<file path="config.mk">
export PLATFORM = sky130hd
export DESIGN_NAME = alu_seq
export DESIGN_NICKNAME = d
export VERILOG_FILES = /design/src/rtl/alu_seq.sv
export SDC_FILE = /design/constraint.sdc
export NUM_CORES = 1
export LEC_CHECK = 0
export BUFFER_PORTS_ARGS = -buffer_cell sky130_fd_sc_hd__buf_2
export CELL_PAD_IN_SITES_DETAIL_PLACEMENT = 0
export CELL_PAD_IN_SITES_GLOBAL_PLACEMENT = 1
export CORE_UTILIZATION = 47
export DETAILED_ROUTE_END_ITERATION = 8
export PLACE_DENSITY_LB_ADDON = 0.25
export SLEW_MARGIN = 5
export SYNTH_ARGS = -nofsm -noshare
export SYNTH_HDL_FRONTEND = slang
export SYNTH_SLANG_ARGS = --single-unit
</file>
<file path="constraint.sdc">
create_clock -name i_clk -period 5.2 [get_ports i_clk]
set_input_delay 1.04 -clock i_clk [delete_from_list [all_inputs] [get_ports i_clk]]
set_output_delay 1.04 -clock i_clk [all_outputs]
set_load 0.05 [all_outputs]
</file>
<file path="src/rtl/alu_seq.sv">
`default_nettype none
// ============================================================================
// Module   : alu_seq
// Purpose  : Handshaked multi-cycle ALU with a shift-add multiplier and an
//            optional restoring divider (built only when ALU_DIV_EN is defined).
// Revision : 1.0 - initial release
// ============================================================================
module alu_seq #(
  parameter int WIDTH = 8
) (
  input  logic                 i_clk,
  input  logic                 i_rst_n,
  input  logic                 i_valid,
  output logic                 o_ready,
  input  logic [2:0]           i_op,
  input  logic [WIDTH-1:0]     i_A,
  input  logic [WIDTH-1:0]     i_B,
  output logic                 o_valid,
  input  logic                 i_ready,
  output logic [2*WIDTH-1:0]   o_result,
  output logic                 o_zero,
  output logic                 o_carry,
  output logic                 o_err
);

  localparam int CW = $clog2(WIDTH);

  localparam logic [2:0] OP_ADD = 3'd0;
  localparam logic [2:0] OP_ABS = 3'd1;
  localparam logic [2:0] OP_MUL = 3'd2;
  localparam logic [2:0] OP_AND = 3'd3;
  localparam logic [2:0] OP_OR  = 3'd4;
  localparam logic [2:0] OP_XOR = 3'd5;
  localparam logic [2:0] OP_CMP = 3'd6;
  localparam logic [2:0] OP_DIV = 3'd7;

  typedef enum logic [1:0] {IDLE = 2'd0, CALC = 2'd1, DONE = 2'd2} state_t;

  state_t               state, state_nxt;
  logic [CW-1:0]        cnt;
  logic [WIDTH-1:0]     opnd;
  logic [2*WIDTH-1:0]   prod;
  logic [2*WIDTH-1:0]   quick_res;
  logic                 quick_carry;
  logic                 quick_err;
  logic [WIDTH:0]       sum;
  logic [WIDTH:0]       mul_sum;
  logic [2*WIDTH-1:0]   mul_nxt;
  logic [2*WIDTH-1:0]   step_nxt;
  logic                 accept;
  logic                 start_calc;

  assign accept = i_valid & o_ready;
  assign sum    = {1'b0, i_A} + {1'b0, i_B};

  // prod holds {partial product, remaining multiplier bits} for MUL and
  // {partial remainder, dividend/quotient bits} for DIV.
  assign mul_sum = {1'b0, prod[2*WIDTH-1:WIDTH]} + (prod[0] ? {1'b0, opnd} : {(WIDTH+1){1'b0}});
  assign mul_nxt = {mul_sum, prod[WIDTH-1:1]};

`ifdef ALU_DIV_EN
  logic                 is_div;
  logic [WIDTH:0]       shifted;
  logic [WIDTH-1:0]     diff;
  logic                 ge;
  logic [2*WIDTH-1:0]   div_nxt;

  assign shifted    = prod[2*WIDTH-1:WIDTH-1];
  assign ge         = shifted >= {1'b0, opnd};
  assign diff       = shifted[WIDTH-1:0] - opnd;
  assign div_nxt    = {(ge ? diff : shifted[WIDTH-1:0]), prod[WIDTH-2:0], ge};
  assign step_nxt   = is_div ? div_nxt : mul_nxt;
  assign start_calc = (i_op == OP_MUL) || ((i_op == OP_DIV) && (i_B != '0));
`else
  assign step_nxt   = mul_nxt;
  assign start_calc = (i_op == OP_MUL);
`endif

  always_comb begin
    quick_res   = '0;
    quick_carry = 1'b0;
    quick_err   = 1'b0;
    case (i_op)
      OP_ADD: begin
        quick_res   = {{(WIDTH-1){1'b0}}, sum};
        quick_carry = sum[WIDTH];
      end
      OP_ABS: begin
        quick_res[WIDTH-1:0] = (i_A >= i_B) ? (i_A - i_B) : (i_B - i_A);
        quick_carry          = (i_A < i_B);
      end
      OP_AND: quick_res[WIDTH-1:0] = i_A & i_B;
      OP_OR:  quick_res[WIDTH-1:0] = i_A | i_B;
      OP_XOR: quick_res[WIDTH-1:0] = i_A ^ i_B;
      OP_CMP: quick_res[1:0] = {(i_A > i_B), (i_A == i_B)};
      OP_DIV: begin
`ifdef ALU_DIV_EN
        quick_res = {i_A, {WIDTH{1'b1}}};
`else
        quick_res = '1;
`endif
        quick_err = 1'b1;
      end
      default: quick_res = '0;
    endcase
  end

  always_ff @(posedge i_clk) begin
    if (!i_rst_n) state <= IDLE;
    else          state <= state_nxt;
  end

  always_comb begin
    state_nxt = state;
    case (state)
      IDLE:    if (accept) state_nxt = start_calc ? CALC : DONE;
      CALC:    if (cnt == '0) state_nxt = DONE;
      DONE:    if (i_ready) state_nxt = IDLE;
      default: state_nxt = IDLE;
    endcase
  end

  always_ff @(posedge i_clk) begin
    if (!i_rst_n) begin
      cnt      <= '0;
      opnd     <= '0;
      prod     <= '0;
      o_ready  <= 1'b0;
      o_valid  <= 1'b0;
      o_result <= '0;
      o_zero   <= 1'b0;
      o_carry  <= 1'b0;
      o_err    <= 1'b0;
`ifdef ALU_DIV_EN
      is_div   <= 1'b0;
`endif
    end else begin
      case (state)
        IDLE: begin
          if (accept) begin
            o_ready <= 1'b0;
            cnt     <= CW'(WIDTH - 1);
`ifdef ALU_DIV_EN
            is_div  <= (i_op == OP_DIV);
            opnd    <= (i_op == OP_DIV) ? i_B : i_A;
            prod    <= {{WIDTH{1'b0}}, ((i_op == OP_DIV) ? i_A : i_B)};
`else
            opnd    <= i_A;
            prod    <= {{WIDTH{1'b0}}, i_B};
`endif
            if (!start_calc) begin
              o_valid  <= 1'b1;
              o_result <= quick_res;
              o_zero   <= (quick_res == '0);
              o_carry  <= quick_carry;
              o_err    <= quick_err;
            end
          end else begin
            o_ready <= 1'b1;
          end
        end
        CALC: begin
          cnt  <= cnt - 1'b1;
          prod <= step_nxt;
          if (cnt == '0) begin
            o_valid  <= 1'b1;
            o_result <= step_nxt;
            o_zero   <= (step_nxt == '0);
            o_carry  <= 1'b0;
            o_err    <= 1'b0;
          end
        end
        DONE: begin
          if (i_ready) begin
            o_valid <= 1'b0;
            o_ready <= 1'b1;
          end
        end
        default: o_ready <= 1'b0;
      endcase
    end
  end

endmodule
`default_nettype wire

</file>
== After elaboration in Yosys (flattened, before gate mapping) ==
Cells that the tools add are included.

* Register bits after elaboration: 50
* Input bits: 23
* Output and inout bits: 21
* Logic and storage cells: 89

* Add/subtract/negate cells: 5
* Order comparisons: 3
* Equality and inequality tests: 14
* Multiplexer cells: 39
* Bitwise logic cells: 5
* Reduce and logical (&&, ||, !) cells: 13

{| class="wikitable"
|+ Operator list
! operator !! count
|-
| 16-bit two-way mux || 4
|-
| 16-bit case mux with 2 select lines || 2
|-
| 6-bit case mux with 6 select lines || 1
|-
| 16-bit zero test || 2
|-
| 8-bit by 8-bit adder with 9-bit output || 2
|-
| 8-bit two-way mux || 2
|-
| 8-bit case mux with 2 select lines || 1
|-
| 8-bit subtractor || 2
|-
| 1-bit two-way mux || 15
|-
| 2-bit case mux with 7 select lines || 1
|-
| 3-bit == test, second input constant || 4
|-
| 8-bit AND || 1
|-
| 8-bit == test || 1
|-
| 8-bit >= comparator || 1
|-
| 8-bit > comparator || 1
|-
| 8-bit < comparator || 1
|-
| 2-bit two-way mux || 4
|-
| 2-bit inequality test, second input constant || 4
|-
| 8-bit bitwise OR || 1
|-
| 1-bit case mux with 2 select lines || 4
|-
| 8-bit bitwise XOR || 1
|-
| 3-bit by 2-bit == test with 1-bit output, second input constant || 2
|-
| 3-bit zero test || 2
|-
| 1-bit case mux with 3 select lines || 2
|-
| other kinds (16) || 18
|}

== Depth between registers and ports, before layout ==
Gate-level depths: netlist of the first run.

* Word-level depth: 7
* Gate-level depth with buffers: 13

== Worst setup path before layout of the first run ==
OpenSTA, ideal clock, no wires.

* Path kind: in2reg
* Start point: in i_A[0]
* End point: reg o_zero
* Setup time: 0.073 ns
* Arrival: 3.538 ns
* Path slack: 1.588 ns
* Stages: 13
* Buffers on the path: 1
* Path through: inv_1 ha_1 inv_1 fa_1 nor3b_1 nor4_2 o211a_1 buf_2 nor3_1 a311o_1 nor4b_1 or3_1 o211ai_2

* Word-level cells in the longest chain between the ends: 7
* Elaborated cells on any way between the ends: 17
* Classes of those cells: add/sub: 3; order compare: 2; eq/ne: 1; mux: 7; bitwise: 3; reduce/logical: 1

{| class="wikitable"
|+ Ends and longest elaborated chain
! element !! line !! source
|-
| start: declaration || 16 || <nowiki>input logic [WIDTH-1:0] i_A,</nowiki>
|-
| 8-bit subtractor / 8-bit >= comparator (equally long branches) || 89 || <nowiki>quick_res[WIDTH-1:0] = (i_A >= i_B) ? (i_A - i_B) : (i_B - i_A);</nowiki>
|-
| 8-bit two-way mux || 89 ||
|-
| 2-bit case mux with 7 select lines / 6-bit case mux with 6 select lines (equally long branches) || 83 || <nowiki>case (i_op)</nowiki>
|-
| 16-bit zero test * || 154 || <nowiki>o_zero <= (quick_res == '0);</nowiki>
|-
| 1-bit two-way mux * || 151 || <nowiki>if (!start_calc) begin</nowiki>
|-
| 1-bit two-way mux * || 140 || <nowiki>if (accept) begin</nowiki>
|-
| 1-bit case mux with 2 select lines * || 138 || <nowiki>case (state)</nowiki>
|-
| end signal: assignment || 154 ||
|-
| end signal: assignment || 168 || <nowiki>o_zero <= (step_nxt == '0);</nowiki>
|-
| end: declaration || 21 || <nowiki>output logic o_zero,</nowiki>
|}

Every way passes the cells marked *; elsewhere a longest branch is shown, timed or not. The select of a mux whose other input is x is not followed.
A chain may end at the register's enable or synchronous reset.

== Final worst setup path of the first run ==
Same ends and word-level chain as after synthesis.

==> metrics.yaml, run 1 <==
status: "completed"
clockBufferDepth: 2
final_nets: 636
track_usage_pct: 27.3
yosysSeqAreaShare_pct: 24.4
grt_pass1_wl_um: 19000
numCtsBuffers: 5
area_growth_pct: 8.41
routedWlPerCell_um: 18.1
crit_path_end_kind: "flop"
drt_wl_total_um: 12100
num_vias: 4070
ant_nets: 0
grt_remaining_overflow: 0
grt_max_degree: 45
fin_skew_ps: 8.81
synth_edf_count: 0
synthFlopType: "dfxtp_1"
drv_slew: 0
irDropWorstVdd_uv: 137
port-buffer-count: 43
drt_iter0_markers: 319
worst-path-max-fanout: 9
synth_nets: 613
cts_tree: "yes"
crit_path_cell_trace: "buf_2 -> inv_1 -> ha_1 -> inv_1 -> fa_1 -> nor3b_1 -> nor4_2 -> o211ai_2 -> or3_1 -> nor4bb_1 -> nor3_1 -> nand4_1 -> o211ai_2"
dieArea_um2: 9120
antenna_found_initial: 0
yosys_warnings: 0
route.detailed.drc: 0
dieHeight_um: 95.5
crit_type: "in -> reg"
synth.avg_cell_area_um2: 7.58
die_w_um: 95.5
powerDensity_nw_per_um2: 302
yosysTopAreaCell: "dfxtp_1"
placedCellCount: 663
setup_viol: 0
start_util_pct: 49.2
fin_crit_ps: 3990
clock.fmax_ghz: 0.251
critPathLaunchType: "primary input"
worst_slew_pin_slew_ps: 873
min_path_type: "reg -> reg"
layout-drive-gt1-share_pct: 11.3
first_pass_iters: 5
post-route-period-util_pct: 76.7
cpPeakStageDelay_ps: 490
syn_area_um2: 4110
rsz0062_at_grt: "no"
clk_pin_slew_ps: 90
r2r_slack_ps: 2550
htreeDepth: 2
ios: 44
place_congestion: 0.878
p_leak_nw: 1.90
worstSkewPairLatency_ps: 300
ys_ff_latch: 50
relSlewSlack_pct: 41.6
grt_pass1_vias: 3631
cts_sinks: 50
finalCoreUtilization_pct: 53.4
slowest_stage: "nor4_2"
synth.top_cell.area_share_pct: 24.4
cts_resized: 0
synthArstFlopShare_pct: 0
postCtsHoldBufs: 0
post_cts_buffers: 0
syn-instance-count: 542
cp.arrival_ps: 4220
routed_via_density: 6.07
cts-root-buf: "clkbuf_8"
num_rows: 33
dpl.hpwl_um: 9200
fin_cells: 671
hold_violations: 0
antenna_cells: 0
timing.hold.ws_ps: 456
design.core.area_um2: 8340
synthDistinctLibCells: 66
maxCapViolCount: 0
synthTopCellsByArea: "dfxtp_1 (24%), ha_1 (13%), a21oi_1 (5.8%), nand2_1 (5.1%), nor2_1 (4.7%)"
finalSetupTns_ps: 0
required_ps: 5430
worst paths after layout:
check	startpoint	to	depth (start not counted)
setup reg to reg	prod[0]	o_zero	11
hold reg to reg	opnd[6]	opnd[6]	2
hold / removal	opnd[6]	opnd[6]	2
setup / recovery	i_A[0]	o_zero	13
flip-flops by register name (all words and copies together) (netlist names):
| name | count |
|---|---|
| o_result | 16 |
| prod | 16 |
| opnd | 8 |
| cnt | 3 |
| state | 2 |
| o_carry | 1 |
| o_err | 1 |
| o_ready | 1 |
| o_valid | 1 |
| o_zero | 1 |
routing by layer:
metal  part of all wire (%)  global-route usage, %  vias up  wire length [um]
met5                      0                      0        -                 0
met1                     50                   41.1     1921              6070
met2                     43                   41.1      147              5190
met4                    1.6                   5.22        0               194
li1                       -                      -     1984                 -
met3                    5.6                   3.67       18               684
synthesized netlist by cell type, types with 3 or more instances:
cell and count:
a31oi_1 3, a21o_1 8, inv_1 37, xnor2_1 5, a22oi_1 3, dfxtp_1 50
a221oi_1 3, ha_1 44, a211o_1 3, a2111oi_0 3, o21a_1 3, a211oi_1 12
a311oi_1 3, fa_1 4, or3_1 7, o21bai_1 7, nand3_1 16, nand2b_1 7
and2_1 13, nor3_1 16, o211ai_1 13, nor2b_1 5, o21ai_0 19, o2111ai_1 3
clkbuf_1 26, nor2_1 51, nand2_1 56, nand4_1 4, o22ai_1 5, a21oi_1 48
nor4_1 6, mux2i_1 13
metrics by stage:
stage / total power, mW / setup WS, ps / instance area [um^2]
3_3_place_gp: 1.11 / 962 / 4360
6_report: 1.35 / 1210 / 4450
3_5_place_dp: 1.12 / 926 / 4360
2_1_floorplan: 0.954 / 1590 / 4110
4_1_cts: 1.35 / 1250 / 4450
5_1_grt: 1.43 / 984 / 4450
worst max-delay path, delay by kind of cell:
family	cells	cell delay, ps
AND/OR/NAND/NOR	6	1860
adder cells (fa/ha/maj)	2	570
AO/OA/AOI/OAI	2	490
buffers and inverters	3	240
layout make-up:
cell class	instances	area [um^2]
Timing Repair Buffer	47	245
Clock buffer	7	86.3
Inverter	39	146
Multi-Input combinational cell	422	2840
Clock inverter	1	5.00
Sequential cell	50	1000
Fill cell	857	3890
Tap cell	105	131
logic make-up after synthesis:
| group | synth area share (%) |
|---|---|
| buf+inv | 6.55 |
| xor+xnor | 1.49 |
| fa+ha+maj | 15.4 |
| flops | 24.4 |
| simple gates | 22.7 |
| mux | 3.44 |
| compound gates | 26.1 |
cell usage in the layout, fill, tap and decap left out, drive strengths merged, types with 7 or more instances in the layout:
cell type / count
mux2i: 13
clkbuf: 7
inv: 37
o21bai: 7
o211ai: 15
a21oi: 48
ha: 44
dfxtp: 50
a211oi: 12
or3: 7
a21o: 9
nand3: 17
nand2b: 7
nand2: 56
nor3: 16
o21ai: 21
nor4: 7
and2: 13
nor2: 51
buf: 47
report_power, final:
group	switching, mW	leakage (nW)	internal, mW
clock network	0.124	0.0482	0.108
registers	0.0496	0.407	0.449
logic	0.420	1.45	0.195
(Power assumes the default switching activity.)
==> run 2, diff against run 1 <==
- ABC_AREA: default -> 1
- CORE_UTILIZATION: 47 -> 38
- clock period: 5.2 -> 3.6 ns (I/O delays scaled with it)
==> run 2 against run 1 <==
Compared with the run above: the flow now finishes with violations (design-rule violations); critical path depth is 2 higher; clock skew increased by 1.7 ps; cell count is 22% higher; design area grew 3.9%; core utilization down 11 points; wire length rose by 1.3%; combinational power rose by 94%; first-iteration DRC count fell by 19%; synthesized cell count up 19%; critical path type unchanged; largest power group unchanged.
==> metrics.yaml, run 2 <==
finalSetupTns_ps: 0
start_util_pct: 38.9
worst_slew_pin_slew_ps: 1010
yosysTopAreaCell: "dfxtp_1"
p_sw_mw: 1.13
cts_resized: 0
syn_area_um2: 4220
p_leak_nw: 2.29
synth.top_cell.area_share_pct: 23.7
cp.arrival_ps: 2840
dpl.hpwl_um: 9820
min_path_type: "reg -> reg"
p_total_mw: 2.37
crit_path_cell_trace: "buf_2 -> inv_1 -> ha_1 -> inv_4 -> nand2_1 -> nand2_1 -> a21oi_4 -> nand2_2 -> nor2_4 -> nand2_1 -> nand3_1 -> nand3_2 -> nor3_2 -> nand2_1 -> a21oi_2"
yosysSeqAreaShare_pct: 23.7
place_congestion: 0.967
synthFlopType: "dfxtp_1"
crit_family: "simple AND/OR/NAND/NOR gates"
design.core.area_um2: 10800
relSlewSlack_pct: 32.4
rsz0062_at_grt: "no"
fin_skew_ps: 10.5
ios: 44
irDropWorstVdd_uv: 381
grt_remaining_overflow: 0
final_common_cell: "nand2_1"
violations: "design-rule violations"
synthArstFlopShare_pct: 0
first_pass_iters: 6
required_ps: 3860
grt_pass1_wl_um: 19900
crit_cells: 15
num_vias: 4178
final_nets: 748
dieHeight_um: 107
die_w_um: 107
numCtsBuffers: 5
area_growth_pct: 9.70
whs_path_depth: 2
grt_max_degree: 32
layout-drive-gt1-share_pct: 13.0
antenna_cells: 0
clk_pin_slew_ps: 90
drt_iter0_markers: 259
crit_type: "in -> reg"
post_cts_buffers: 0
track_usage_pct: 22.3
fin_crit_ps: 2580
synthTopCellsByArea: "dfxtp_1 (24%), nand2_1 (13%), ha_1 (13%), inv_1 (7.9%), o21ai_0 (6.6%)"
synthDistinctLibCells: 41
clockBufferDepth: 2
p_seq_share_pct: 32.7
dieArea_um2: 11500
cts_tree: "yes"
cpMostUsedCell: "nand2_1"
reg_top3: "o_result (16), prod (16), opnd (8)"
antenna_found_initial: 0
critPathLaunchType: "primary input"
cts_sinks: 50
maxCapViolCount: 0
route.detailed.drc: 1
switching_share_pct: 47.7
port-buffer-count: 43
worstSkewPairLatency_ps: 320
routed_via_density: 5.11
synth_commonest_cells: "nand2_1 (150), inv_1 (89), o21ai_0 (56)"
post-route-period-util_pct: 71.7
p_comb_share_pct: 50.4
grt_pass1_vias: 3934
hold_violations: 0
mostFrequentLayoutCells: "nand2_1 (150), inv_1 (89), o21ai_0 (56), a21oi_1 (53), dfxtp_1 (50)"
synth_edf_count: 0
yosysMostFrequentCell: "nand2_1"
clock.fmax_ghz: 0.387
yosys_warnings: 0
htreeDepth: 2
ant_nets: 0
crit_path_end_kind: "flop"
routedWlPerCell_um: 15.0
critical_path_buf_inv_count: 3
cpPeakStageDelay_ps: 500
synth_nets: 716
ys_ff_latch: 50
drv_slew: 0
status: "finished, violations left"
synth.avg_cell_area_um2: 6.54
syn-instance-count: 645
postCtsHoldBufs: 0
num_rows: 38
p_int_mw: 1.24
r2r.worst_path.cells: 13
drt_wl_total_um: 12300
powerDensity_nw_per_um2: 512
slowest_stage: "ha_1"
worst-path-max-fanout: 8
cts-root-buf: "clkbuf_8"
setup_viol: 0
power_frac_clock_pct: 16.9
## run 2: cell count changes after synthesis, moves of 10 or more
cell	delta
a211oi_1	-10
a31oi_1	+14
and2_1	-12
clkbuf_1	-14
inv_1	+52
mux2i_1	-13
nand2_1	+94
nand3_1	+23
nor3_1	-10
o211ai_1	-13
o21ai_0	+37
## run 2: worst paths after layout
kind         startpoint      end  slack, ps
max              i_B[5]   o_zero       1020
min             o_valid  o_valid        450
max reg2reg    state[1]   o_zero       1230
min reg2reg     o_valid  o_valid        450
## run 2: metrics by stage
| stage | cells | instance area (um^2) | util [%] | hold WS, ps | setup slack [ps] |
|---|---|---|---|---|---|
| after global placement | 810 | 4520 | 41.7 | 433 | 682 |
| after global routing | 818 | 4630 | 42.7 | 464 | 823 |
| final | 818 | 4630 | 42.7 | 448 | 1020 |
| after CTS | 818 | 4630 | 42.7 | 451 | 1030 |
| after detailed placement | 810 | 4520 | 41.7 | 437 | 704 |
| after floorplan | 645 | 4220 | - | 424 | 1230 |
## run 2: cell families (layout without fill, tap and decap cells)
kind of cell	count (synthesis)	after routing	share of synthesized area (%)
buffers and inverters	121	154	11.9
flip-flops	50	50	23.7
adder cells (fa/ha/maj)	48	48	15.0
XOR/XNOR	12	12	2.49
AND/OR/NAND/NOR	273	273	28.7
AO/OA/AOI/OAI	141	141	18.2
## run 2: per-layer routing
metal  track usage [%]  share of wire [%]  up-vias
met2              37.1                 46      101
li1                  -                  -     2151
met3              2.48                4.4       13
met4              7.24                1.7        0
met1              29.9                 48     1913
met5                 0                  0        -
## run 2: layout make-up
cell class,instances,area (um^2)
fillers,1190,6210
multi-input cells,474,2720
flip-flops and latches,50,1000
inverters,98,373
repair buffers,48,253
well taps,140,175
clock buffers,5,68.8
clock inverters,3,40.0
## run 2: worst register-to-register path: stages, from the launching register on
cell and delay [ps]:
dfxtp_1 330, inv_1 80, ha_1 420, inv_1 150, buf_4 240, nor2_1 210, nand3_1 140, nor2_1 150
nand3_1 80, nor2_1 110, nand4_1 140, nand2_1 90, inv_1 60, a21oi_2 120
## run 2: power groups by stage
stage	clock (mW)	sequential [mW]	combinational, mW
6_report	0.400	0.775	1.19
5_1_grt	0.430	0.792	1.33
4_1_cts	0.409	0.775	1.20
3_5_place_dp	0	0.786	1.20
3_3_place_gp	0	0.782	1.19
2_1_floorplan	0	0.953	0.723
==> run 3, diff against run 2 <==
- clock period: 3.6 -> 2.2 ns (I/O delays scaled with it)
==> run 3 against run 2 <==
Compared with the run above: the run still ends with design-rule violations left; largest power group unchanged; first-iteration DRC count shrank 20%; cell count grew 9.9%; flip-flop and latch count is the same; non-clock buffer count grew 81; highest routed layer unchanged; register-to-register slack lost 1100 ps; die area is the same; power grew 73%; clock-buffer cell count grew 2; critical path type unchanged; via count grew 6.6%.
==> metrics.yaml, run 3 (synthesis gave the netlist of run 2 again) <==
design.core.area_um2: 10800
num_vias: 4454
p_total_mw: 4.09
worstSkewPairLatency_ps: 310
fin_cells: 899
grt_remaining_overflow: 0
drt_iter0_markers: 207
port-buffer-count: 43
numCtsBuffers: 5
clk_pin_slew_ps: 90
ios: 44
antenna_cells: 0
drv_slew: 0
required_ps: 2450
seq_area_um2: 1000
rsz0062_at_grt: "yes"
placedCellCount: 890
antenna_found_initial: 0
setup_viol: 0
post-route-period-util_pct: 95.0
crit_family: "simple AND/OR/NAND/NOR gates"
reg_top3: "o_result (16), prod (16), opnd (8)"
dpl.hpwl_um: 10600
maxCapViolCount: 0
drt_wl_total_um: 12800
fin_skew_ps: 11.7
layout-drive-gt1-share_pct: 25.7
cts_tree: "yes"
final_common_cell: "nand2_1"
die_w_um: 107
min_path_type: "reg -> reg"
routedWlPerCell_um: 14.2
cts-root-buf: "clkbuf_8"
post_dp_cell_area_um2: 5120
fin_crit_ps: 2090
cpPeakStageDelay_ps: 410
first_pass_iters: 7
powerDensity_nw_per_um2: 763
fill_cells: 1142
htreeDepth: 2
postCtsHoldBufs: 0
routed_via_density: 4.95
cp.arrival_ps: 2340
design_area_um2: 5360
hold_violations: 0
cts_sinks: 50
worst-path-max-fanout: 5
worst_slew_pin_slew_ps: 381
crit_path_end_kind: "flop"
grt_pass1_vias: 4248
violations: "design-rule violations"
grt_pass1_wl_um: 20600
irDropWorstVdd_uv: 487
track_usage_pct: 22.8
mostFrequentLayoutCells: "nand2_1 (144), inv_1 (86), buf_4 (86), o21ai_0 (56), a21oi_1 (52)"
critical_path_buf_inv_count: 4
ant_nets: 0
dieHeight_um: 107
dieArea_um2: 11500
num_rows: 38
place_congestion: 0.966
relSlewSlack_pct: 74.5
area_growth_pct: 27.1
critPathLaunchType: "primary input"
multi_input_area_um2: 2840
status: "finished, violations left"
final_nets: 829
crit_type: "in -> reg"
cpMostUsedCell: "nand2_1"
clock.fmax_ghz: 0.478
clockBufferDepth: 2
finalSetupTns_ps: 0
p_leak_nw: 2.67
slowest_stage: "ha_2"
crit_path_cell_trace: "buf_2 -> inv_1 -> ha_2 -> inv_4 -> nand2_1 -> nand2_1 -> a21oi_4 -> nand2_2 -> nor2_4 -> nand2_1 -> nand3_2 -> nand2_2 -> inv_2 -> nand3_1 -> nor2_1 -> nand2_1 -> a21oi_2"
grt_max_degree: 27
route.detailed.drc: 1
start_util_pct: 38.9
==> run 3: area by class of cell <==
cell class | count | share of cell area (%)
inverter | 98 | 6.95
clock inverter | 1 | 0.560
multi-input combinational | 474 | 53.0
clock buffer | 7 | 1.42
timing repair buffer | 129 | 16.1
sequential | 50 | 18.7
tap | 140 | 3.27
==> run 3: final timing paths <==
check	start	end	slack (ps)	depth (start not counted)
setup / recovery	i_B[5]	o_zero	110	17
hold / removal	opnd[7]	opnd[7]	440	2
setup reg to reg	prod[0]	o_zero	110	14
hold reg to reg	opnd[7]	opnd[7]	440	2
==> run 3: tightest hold or removal path: stages (launching register included) <==
cell and delay [ps]:
dfxtp_1 310, inv_1 50, a21oi_1 50
==> run 3: report_power, final <==
part           leakage (nW)  total [mW]  internal [mW]  switching, mW
clock                0.0524       0.638          0.341          0.298
combinational          2.21        2.19          0.747           1.44
sequential            0.409        1.27           1.13          0.133
==> run 3: stage by stage <==
| stage | worst slack (ps) | hold WS (ps) | utilization [%] |
|---|---|---|---|
| after floorplan | 113 | 424 | - |
| after detailed placement | -241 | 436 | 47.2 |
| after global routing | -27.1 | 467 | 49.5 |
| final | 109 | 444 | 49.5 |
| after global placement | -228 | 431 | 47.2 |
| after CTS | 14.7 | 448 | 48.4 |
==> run 3: timing repair <==
| item | in CTS | in global routing |
|---|---|---|
| setup buffers | 0 | 1 |
| resized for setup | 4 | 30 |
| endpoints found under the setup margin | 2 | 6 |
| endpoints found under the hold margin | 0 | 0 |
| cloned | 0 | 0 |
| pin swaps | 2 | 13 |
==> run 3: metal layers <==
metal / GRT usage [%] / wire, um / vias to the layer above
li1: - / - / 2317
met4: 6.46 / 238 / 0
met3: 2.06 / 433 / 17
met1: 28.4 / 5850 / 2010
met2: 41.6 / 6250 / 110
met5: 0 / 0 / -
